--- src/rtl/register_file_pkg.sv ---
// ============================================================================
// Module      : register_file_pkg
// Description : Shared pipeline signal types and defaults for the writeback
//               interface consumed by register_file.
// Revision    : 1.0 - initial release
// ============================================================================
`default_nettype none

package register_file_pkg;

  localparam int NUM_REGS_DEFAULT = 32;
  localparam int XLEN_DEFAULT     = 32;

  // Writeback result source selects, used by the writeback stage mux.
  localparam logic [1:0] WBSRC_ALU = 2'd0;
  localparam logic [1:0] WBSRC_MEM = 2'd1;
  localparam logic [1:0] WBSRC_PC4 = 2'd2;

  typedef struct packed {
    logic                    RegWrite;
    logic [4:0]              rd;
    logic [XLEN_DEFAULT-1:0] Value;
  } WritebackSignals_t;

endpackage

`default_nettype wire

--- src/rtl/regfile_scoreboard.sv ---
// ============================================================================
// Module      : regfile_scoreboard
// Description : Per-register in-flight write counters, RAW/WAW stall and
//               sticky underflow flag. Honours REGFILE_BYPASS_EN for busy().
// Revision    : 1.0 - initial release
// ============================================================================
`default_nettype none

module regfile_scoreboard #(
  parameter int NUM_REGS = 32,
  parameter int PEND_W   = 2
) (
  input  logic       i_Clock,
  input  logic       i_Reset_n,
  input  logic       i_WbWrite,
  input  logic [4:0] i_WbRd,
  input  logic [4:0] i_rs1,
  input  logic [4:0] i_rs2,
  input  logic       i_IssueValid,
  input  logic       i_IssueRegWrite,
  input  logic [4:0] i_IssueRd,
  input  logic       i_IssueUsesRs1,
  input  logic       i_IssueUsesRs2,
  input  logic       i_CancelValid,
  input  logic [4:0] i_CancelRd,
  output logic       o_Stall,
  output logic       o_ScoreboardError
);

  logic [PEND_W-1:0]   r_pend [NUM_REGS];
  logic [PEND_W-1:0]   w_next [NUM_REGS];
  logic [NUM_REGS-1:0] w_under;
  logic                r_err;
  logic                w_wbFire;
  logic                w_cancelFire;
  logic                w_issueFire;
  logic                w_busy1;
  logic                w_busy2;
  logic                w_wawFull;

  assign w_wbFire     = i_WbWrite && (i_WbRd != 5'd0);
  assign w_cancelFire = i_CancelValid && (i_CancelRd != 5'd0);
  assign w_issueFire  = i_IssueValid && i_IssueRegWrite && !o_Stall && (i_IssueRd != 5'd0);

`ifdef REGFILE_BYPASS_EN
  // A writeback landing this cycle already satisfies one reservation.
  assign w_busy1 = r_pend[i_rs1] != PEND_W'(w_wbFire && (i_WbRd == i_rs1));
  assign w_busy2 = r_pend[i_rs2] != PEND_W'(w_wbFire && (i_WbRd == i_rs2));
`else
  assign w_busy1 = r_pend[i_rs1] != '0;
  assign w_busy2 = r_pend[i_rs2] != '0;
`endif

  assign w_wawFull = r_pend[i_IssueRd] == '1;
  assign o_Stall   = (i_IssueUsesRs1 && w_busy1) || (i_IssueUsesRs2 && w_busy2) ||
                     (i_IssueRegWrite && w_wawFull);

  always_comb begin
    logic [PEND_W:0] sum;
    logic [PEND_W:0] dec;
    sum = '0;
    dec = '0;
    w_under = '0;
    for (int i = 0; i < NUM_REGS; i++) begin
      w_next[i] = '0;
      if (i != 0) begin
        sum = {1'b0, r_pend[i]} + (PEND_W+1)'(w_issueFire && (i_IssueRd == 5'(i)));
        dec = (PEND_W+1)'(w_wbFire && (i_WbRd == 5'(i))) +
              (PEND_W+1)'(w_cancelFire && (i_CancelRd == 5'(i)));
        if (sum < dec) begin
          w_under[i] = 1'b1;
        end else begin
          w_next[i] = PEND_W'(sum - dec);
        end
      end
    end
  end

  always_ff @(posedge i_Clock) begin
    if (!i_Reset_n) begin
      for (int i = 0; i < NUM_REGS; i++) r_pend[i] <= '0;
      r_err <= 1'b0;
    end else begin
      r_pend <= w_next;
      r_err  <= r_err | (|w_under);
    end
  end

  assign o_ScoreboardError = r_err;

endmodule

`default_nettype wire

--- src/rtl/register_file.sv ---
// ============================================================================
// Module      : register_file
// Description : Architectural register file with two combinational read ports
//               and hazard scoreboard. Macro REGFILE_BYPASS_EN enables
//               same-cycle writeback forwarding.
// Revision    : 1.0 - initial release
// ============================================================================
`default_nettype none

module register_file
  import register_file_pkg::*;
#(
  parameter int NUM_REGS = NUM_REGS_DEFAULT,
  parameter int XLEN     = XLEN_DEFAULT,
  parameter int PEND_W   = 2
) (
  input  logic              i_Clock,
  input  logic              i_Reset_n,
  input  WritebackSignals_t i_WritebackSignals,
  input  logic [4:0]        i_rs1,
  input  logic [4:0]        i_rs2,
  output logic [XLEN-1:0]   o_rs1Value,
  output logic [XLEN-1:0]   o_rs2Value,
  input  logic              i_IssueValid,
  input  logic              i_IssueRegWrite,
  input  logic [4:0]        i_IssueRd,
  input  logic              i_IssueUsesRs1,
  input  logic              i_IssueUsesRs2,
  input  logic              i_CancelValid,
  input  logic [4:0]        i_CancelRd,
  output logic              o_Stall,
  output logic              o_ScoreboardError
);

  logic [XLEN-1:0] r_regs [NUM_REGS];
  logic            w_wbWrite;

  assign w_wbWrite = i_WritebackSignals.RegWrite && (i_WritebackSignals.rd != 5'd0);

  always_ff @(posedge i_Clock) begin
    if (!i_Reset_n) begin
      for (int i = 0; i < NUM_REGS; i++) r_regs[i] <= '0;
    end else if (w_wbWrite) begin
      r_regs[i_WritebackSignals.rd] <= i_WritebackSignals.Value;
    end
  end

  always_comb begin
    o_rs1Value = (i_rs1 == 5'd0) ? '0 : r_regs[i_rs1];
    o_rs2Value = (i_rs2 == 5'd0) ? '0 : r_regs[i_rs2];
`ifdef REGFILE_BYPASS_EN
    if (w_wbWrite && (i_WritebackSignals.rd == i_rs1)) o_rs1Value = i_WritebackSignals.Value;
    if (w_wbWrite && (i_WritebackSignals.rd == i_rs2)) o_rs2Value = i_WritebackSignals.Value;
`endif
  end

  regfile_scoreboard #(
    .NUM_REGS (NUM_REGS),
    .PEND_W   (PEND_W)
  ) u_scoreboard (
    .i_Clock           (i_Clock),
    .i_Reset_n         (i_Reset_n),
    .i_WbWrite         (i_WritebackSignals.RegWrite),
    .i_WbRd            (i_WritebackSignals.rd),
    .i_rs1             (i_rs1),
    .i_rs2             (i_rs2),
    .i_IssueValid      (i_IssueValid),
    .i_IssueRegWrite   (i_IssueRegWrite),
    .i_IssueRd         (i_IssueRd),
    .i_IssueUsesRs1    (i_IssueUsesRs1),
    .i_IssueUsesRs2    (i_IssueUsesRs2),
    .i_CancelValid     (i_CancelValid),
    .i_CancelRd        (i_CancelRd),
    .o_Stall           (o_Stall),
    .o_ScoreboardError (o_ScoreboardError)
  );

endmodule

`default_nettype wire

--- config.mk ---
export PLATFORM = sky130hd
export DESIGN_NAME = register_file
export DESIGN_NICKNAME = d
export VERILOG_FILES = /design/src/rtl/register_file_pkg.sv /design/src/rtl/regfile_scoreboard.sv /design/src/rtl/register_file.sv
export SDC_FILE = /design/constraint.sdc
export NUM_CORES = 2
export LEC_CHECK = 0
export BUFFER_PORTS_ARGS = -buffer_cell sky130_fd_sc_hd__clkbuf_2
export CAP_MARGIN = 20
export CORE_ASPECT_RATIO = 1.75
export CORE_MARGIN = 2
export CORE_UTILIZATION = 64
export CTS_BUF_LIST = sky130_fd_sc_hd__clkbuf_8 sky130_fd_sc_hd__clkbuf_16
export DETAILED_ROUTE_END_ITERATION = 8
export PLACE_DENSITY = 0.82
export SYNTH_ARGS = -nofsm -noshare
export SYNTH_HDL_FRONTEND = slang
export SYNTH_SLANG_ARGS = --single-unit
export TNS_END_PERCENT = 30
--- constraint.sdc ---
create_clock -name i_Clock -period 4.3 [get_ports i_Clock]
set_clock_uncertainty 0.2 [all_clocks]
set_input_delay 0.215 -clock i_Clock [delete_from_list [all_inputs] [get_ports i_Clock]]
set_output_delay 0.215 -clock i_Clock [all_outputs]
set_load 0.1 [all_outputs]
* After elaboration in Yosys (flattened, before gate mapping)
Memories as Yosys holds them, arrays and structs flattened.
Index checks and enable logic that the tools add are counted.
** Word-level totals
- RAM bits :: 1024
- Memories kept :: 1
- Input port bits :: 65
- Logic and storage cells :: 452
- Flip-flop bits (word level) :: 63
** Cells by class
- $add $sub $neg :: 93
- Bitwise operators :: 5
- Reduce and logical (&&, ||, !) cells :: 144
- Muxes and demuxes :: 49
- Magnitude comparators :: 34
- Equality and inequality tests :: 94
** Memories
- r_regs :: words 32, bits a word 32, rd ports 2, clocked after memory_dff 0, write ports 32, line register_file.sv:35 : logic [XLEN-1:0] r_regs [NUM_REGS];
** Operators with widths (number)
- == test 5 bit (second input constant) :: 48
- == test 5 x 4 -> 1 bit (second input constant) :: 24
- logical AND 1 bit :: 101
- two-way mux 32 bit :: 3
- adder 2 x 1 -> 3 bit :: 31
- less-than comparator 3 x 2 -> 1 bit :: 31
- adder 1 x 1 -> 2 bit :: 31
- OR reduction 2 bit :: 31
- subtractor 2 bit :: 31
- == test 5 x 3 -> 1 bit (second input constant) :: 12
- two-way mux 1 bit :: 36
- OR reduction 32 bit :: 1
- OR reduction 31 bit :: 1
- binary-select mux 2 bit (select 5 bit) :: 3
- == test 5 x 2 -> 1 bit (second input constant) :: 6
- >= comparator 6 bit (second input constant) :: 3
- NOT 5 -> 6 bit :: 3
- == test 5 x 1 -> 1 bit (second input constant) :: 3
- nonzero test 5 bit :: 3
- two-way mux 2 bit :: 6
- logical NOT 5 bit :: 2
- two-way mux 5 bit :: 1
- nonzero test 2 bit :: 2
- == test 2 bit (second input constant) :: 1
- other kinds (4) :: 5

* Longest topological paths before layout
- Depth after elaboration :: 17
- Depth in mapped cells :: 18
- Mapped depth without buffers :: 15

* Cells and area by module
A second synthesis with hierarchy kept.
** Unflattened totals
- Cell total of the unflattened synthesis :: 4321
- Area total of the unflattened synthesis :: 61169.9 µm²
** By module, submodules not included
- register_file :: times used 1, cells an instance 3509, area each 54204.5 µm²
- regfile_scoreboard :: times used 1, cells an instance 812, area each 6965.4 µm²

* Worst setup path before layout
No wires, ideal clock.
- Kind :: in2reg
- Start :: in i_WritebackSignals[34] (netlist bit)
- End :: mem r_regs[4][0] (netlist bit), enable pin
- Stages on the path :: 5
- Path slack :: 0.267 ns
- Data required time :: 3.634 ns
- Arrival :: 3.367 ns
- Library setup time :: 0.466 ns
- Buffers on the path :: 2
- Path through :: clkbuf_1 > nor3_1 > or3_1 > clkbuf_1 > o21ai_0
** RTL lines
- from (decl) :: line register_file.sv:19 : input WritebackSignals_t i_WritebackSignals,
- to (decl) :: line register_file.sv:35

* Final worst setup path
- Start :: reg u_scoreboard.r_pend[11] (netlist bit)
- End :: reg u_scoreboard.r_err (netlist: u_scoreboard.o_ScoreboardError)
** On the way
- Word-level cells in the longest chain between the ends :: 16
- Elaborated cells between the ends (all ways) :: 146
- Classes of those cells :: add/sub: 31; order compare: 31; eq/ne: 1; mux: 40; bitwise: 1; reduce/logical: 42
** RTL lines
- from (decl) :: line regfile_scoreboard.sv:30 : logic [PEND_W-1:0] r_pend [NUM_REGS];
- from (signal assigned) :: line regfile_scoreboard.sv:84 : r_pend <= w_next;
- binary-select mux 2 bit (select 5 bit) (on tied branches) :: line regfile_scoreboard.sv:50, regfile_scoreboard.sv:51
- two-way mux 2 bit (on tied branches) (2 in a row) :: line regfile_scoreboard.sv:50, regfile_scoreboard.sv:51
- nonzero test 2 bit (on tied branches) :: line regfile_scoreboard.sv:50, regfile_scoreboard.sv:51
- logical AND 1 bit :: line regfile_scoreboard.sv:55 : assign o_Stall = (i_IssueUsesRs1 && w_busy1) || (i_IssueUsesRs2 && w_busy2) ||
- logical OR 1 bit (2 in a row) :: line regfile_scoreboard.sv:55
- logical NOT 1 bit :: line regfile_scoreboard.sv:43 : assign w_issueFire = i_IssueValid && i_IssueRegWrite && !o_Stall && (i_IssueRd != 5'd0);
- logical AND 1 bit (2 in a row) :: line regfile_scoreboard.sv:43
- logical AND 1 bit :: line regfile_scoreboard.sv:67 : sum = {1'b0, r_pend[i]} + (PEND_W+1)'(w_issueFire && (i_IssueRd == 5'(i)));
- adder 2 x 1 -> 3 bit :: line regfile_scoreboard.sv:67
- less-than comparator 3 x 2 -> 1 bit :: line regfile_scoreboard.sv:70 : if (sum < dec) begin
- two-way mux 1 bit :: line regfile_scoreboard.sv:70
- OR reduction 31 bit * :: line regfile_scoreboard.sv:85 : r_err <= r_err | (|w_under);
- OR 1 bit * :: line regfile_scoreboard.sv:85
- to (signal assigned) :: line regfile_scoreboard.sv:85
- to (decl) :: line regfile_scoreboard.sv:33 : logic r_err;
Mark *: on every way between the ends. The rest lies on a longest branch, timed or not. The select of a mux whose other input is x is not followed.
A chain may end at the register's enable or synchronous reset.

==> results.yml <==
setup_path:
  path_common_cell: "buf_4"
  worst-path-stages: 17
  crit_family: "simple AND/OR/NAND/NOR gates"
  slowest_delay_ns: 0.53
  cp.arrival_ns: 4.66
  reg2reg_depth: 17
  cp_max_fo: 5
  slowest_stage: "mux4_2"
  crit_type: "reg -> reg"
  crit_end: "u_scoreboard.o_ScoreboardError"
  cp-end-kind: "flip-flop"
  cp_num_buf_inv: 4
  start_kind: "flip-flop"
  r2r_start: "u_scoreboard.r_pend[11]"
  crit_path_start: "u_scoreboard.r_pend[11]"
  rrSetupSlack_ns: 0.08
  r2r_end: "u_scoreboard.o_ScoreboardError"
  path_cells: "nor2_1, a21oi_1, mux4_2, a32oi_4, buf_4, nand4b_4, nor4_1, buf_4, ha_1, fa_1, a21oi_1, nor4_1, buf_4, nand4_1, buf_4, nor2_1, nor2_1"
  cp_data_required_time_ns: 4.75
floorplan:
  io-pin-count: 131
  core_area_um2: 94150
  dieArea_um2: 97630
  die_x_um: 237.1
  die_h_um: 411.9
  rows: 149
  start_util: 0.6462
global_route:
  grt_max_degree: 142
  grt_usage: 0.4317
  overflow: 0
  antenna_found_initial: 16
  grt_pass1_wl_mm: 293.1
  grt_pass1_vias: 42940
yosys:
  ys_seq_area_frac: 0.5262
  synth_ff_type: "edfxtp_1"
  yosysTopAreaCell: "edfxtp_1"
  ys_top_cells_by_count: "edfxtp_1 (1024), and2_1 (930), mux4_2 (653)"
  synth.most_common_cell: "edfxtp_1"
  synth-edff-count: 1024
  synth_top_area_share: 0.5055
  async_flop_share: 0
  yosysWarnings: 0
  postSynthCellCount: 4043
  syn_avg_cell_area_um2: 15.05
  synthTopCellsByArea: "edfxtp_1 (51%), mux4_2 (24%), and2_1 (9.6%)"
  ys_seq_elements: 1087
  ys_types: 62
  synth_area_um2: 60830
detailed_routing:
  vias: 41940
  via_per_inst: 7.611
  drt-pass1-iter-count: 6
  drt_iter0_drc: 6943
  ant_nets: 0
  postRouteWirelength_mm: 207.4
  wl_per_cell_um: 37.63
  drcViolationCount: 0
clock_tree:
  clock-root-buffer: "clkbuf_16"
  insertion_delay_ns: 0.73
  h-tree-depth: 3
  clk_pin_slew_worst_paths_ns: 0.07
  cts_buffer_depth: 3
  numCtsBuffers: 97
  tritoncts: "yes"
  clock_sinks: 1087
layout:
  syn2layout_area_growth_pct: 12.18
  fill_cells: 5633
  layout.cells.non_filler: 5511
  final_cell_area_um2: 68240
  nets: 4419
  drive_above_1_share: 0.3065
  final_util: 0.7248
sta:
  slew_violations: 0
  hold_viol: 0
  finalSetupViolCount: 0
  fmax_ghz: 0.2372
  min_period_ns: 4.216
  post-route-period-util: 0.9806
  worstMarginPinSlew_ns: 1.071
  relSlewSlack: 0.2861
  rsz0062_at_grt: "true"
flow_run:
  cap_viol_max_count: 0
place:
  placed_cell_area_um2: 64610
  io_buffers: 130
  dp_hpwl_mm: 120.6
  gp_congestion: 0.9796
  dp_cells: 5281
power:
  power.density_nw_per_um2: 377.2
  p_total_uw: 25740
  leakage_uw: 0.02456
  vdd_drop_max_mv: 0.3643
min_path:
  min_from: "i_WritebackSignals[24]"
  hold_path.class: "in -> reg"
outcome:
  status: "complete, no violations"
## flip-flops by register name (all words and copies together) (netlist names)
name and cells:
u_scoreboard.o_ScoreboardError 1, r_regs 1024, u_scoreboard.r_pend 62
## layout by cell type (no fill, tap or decap), types with 11 or more instances in the layout
master	n
clkbuf_2	109
diode_2	23
nor3_2	12
nand2_1	108
and2_1	930
conb_1	32
nor3_1	65
buf_4	249
o21ai_4	31
clkinv_2	21
and3_1	97
clkinv_1	18
nor2_1	143
dlygate4sd3_1	24
nor4_1	18
xnor2_1	31
nor2_4	32
bufinv_16	12
mux4_2	653
fa_1	31
a21oi_1	80
inv_1	83
edfxtp_1	1024
dfxtp_1	60
buf_12	35
ha_1	124
clkbuf_16	99
nor4_2	11
mux2i_1	32
## routing by layer
metal	vias to the layer above	share of wire	GRT usage
li1	15750	-	-
met4	10	0.10	0.3705
met1	20440	0.28	0.4813
met2	4406	0.48	0.6859
met5	-	0.00069	0
met3	1337	0.14	0.1238
## worst min-delay path by stage
stage / to / cells past startpoint
after floorplan: r_regs[11][0] / 1
after global placement: u_scoreboard.r_pend[25] / 2
after detailed placement: u_scoreboard.r_pend[25] / 2
after CTS: r_regs[2][18] / 2
after global routing: r_regs[14][24] / 2
final: r_regs[13][24] / 2
## per-stage QoR
step                      hold WS (ns)  worst slack [ns]  setup TNS [ns]
after floorplan                 0.2445            0.2672               0
after global placement          0.5246            0.1013               0
after detailed placement        0.5394         -0.004739       -0.004739
after CTS                    0.0004929           0.02222               0
after global routing           0.05184          -0.01720        -0.01720
final                          0.02410           0.08351               0
## power breakdown
| part | switching, µW | internal, µW |
|---|---|---|
| combinational | 2700 | 1550 |
| clock | 4090 | 4920 |
| sequential | 333 | 12100 |
## final cells by class
| class | count | area [µm²] | share of cell area |
|---|---|---|---|
| repair buffers | 424 | 3450 | 0.05055 |
| clock buffers | 99 | 2477 | 0.03630 |
| multi-input cells | 2519 | 27730 | 0.4064 |
| flip-flops and latches | 1087 | 32010 | 0.4691 |
| clock inverters | 81 | 730.7 | 0.01071 |
| well taps | 1208 | 1511 | 0.02215 |
| diodes | 23 | 57.56 | 0.0008434 |
| inverters | 70 | 269.0 | 0.003942 |
## kinds of logic (layout without fill, tap and decap cells)
family,Yosys count,count (layout),synth area share
simple gates,1477,1477,0.1415
other cells,1,55,0.00006164
flops,1087,1087,0.5262
fa+ha+maj,155,155,0.03571
xor+xnor,31,31,0.004463
compound gates,137,137,0.01351
buf+inv,468,674,0.03116
mux,687,687,0.2474
## repair_timing
item	in CTS	in global routing
endpoints found under the setup margin	1	2
setup buffers	0	3
hold buffers	24	0
pin swaps	0	2
resized for setup	1	20
gates cloned	0	0
endpoints found under the hold margin	512	0
Power figures use the tool's default switching activity.
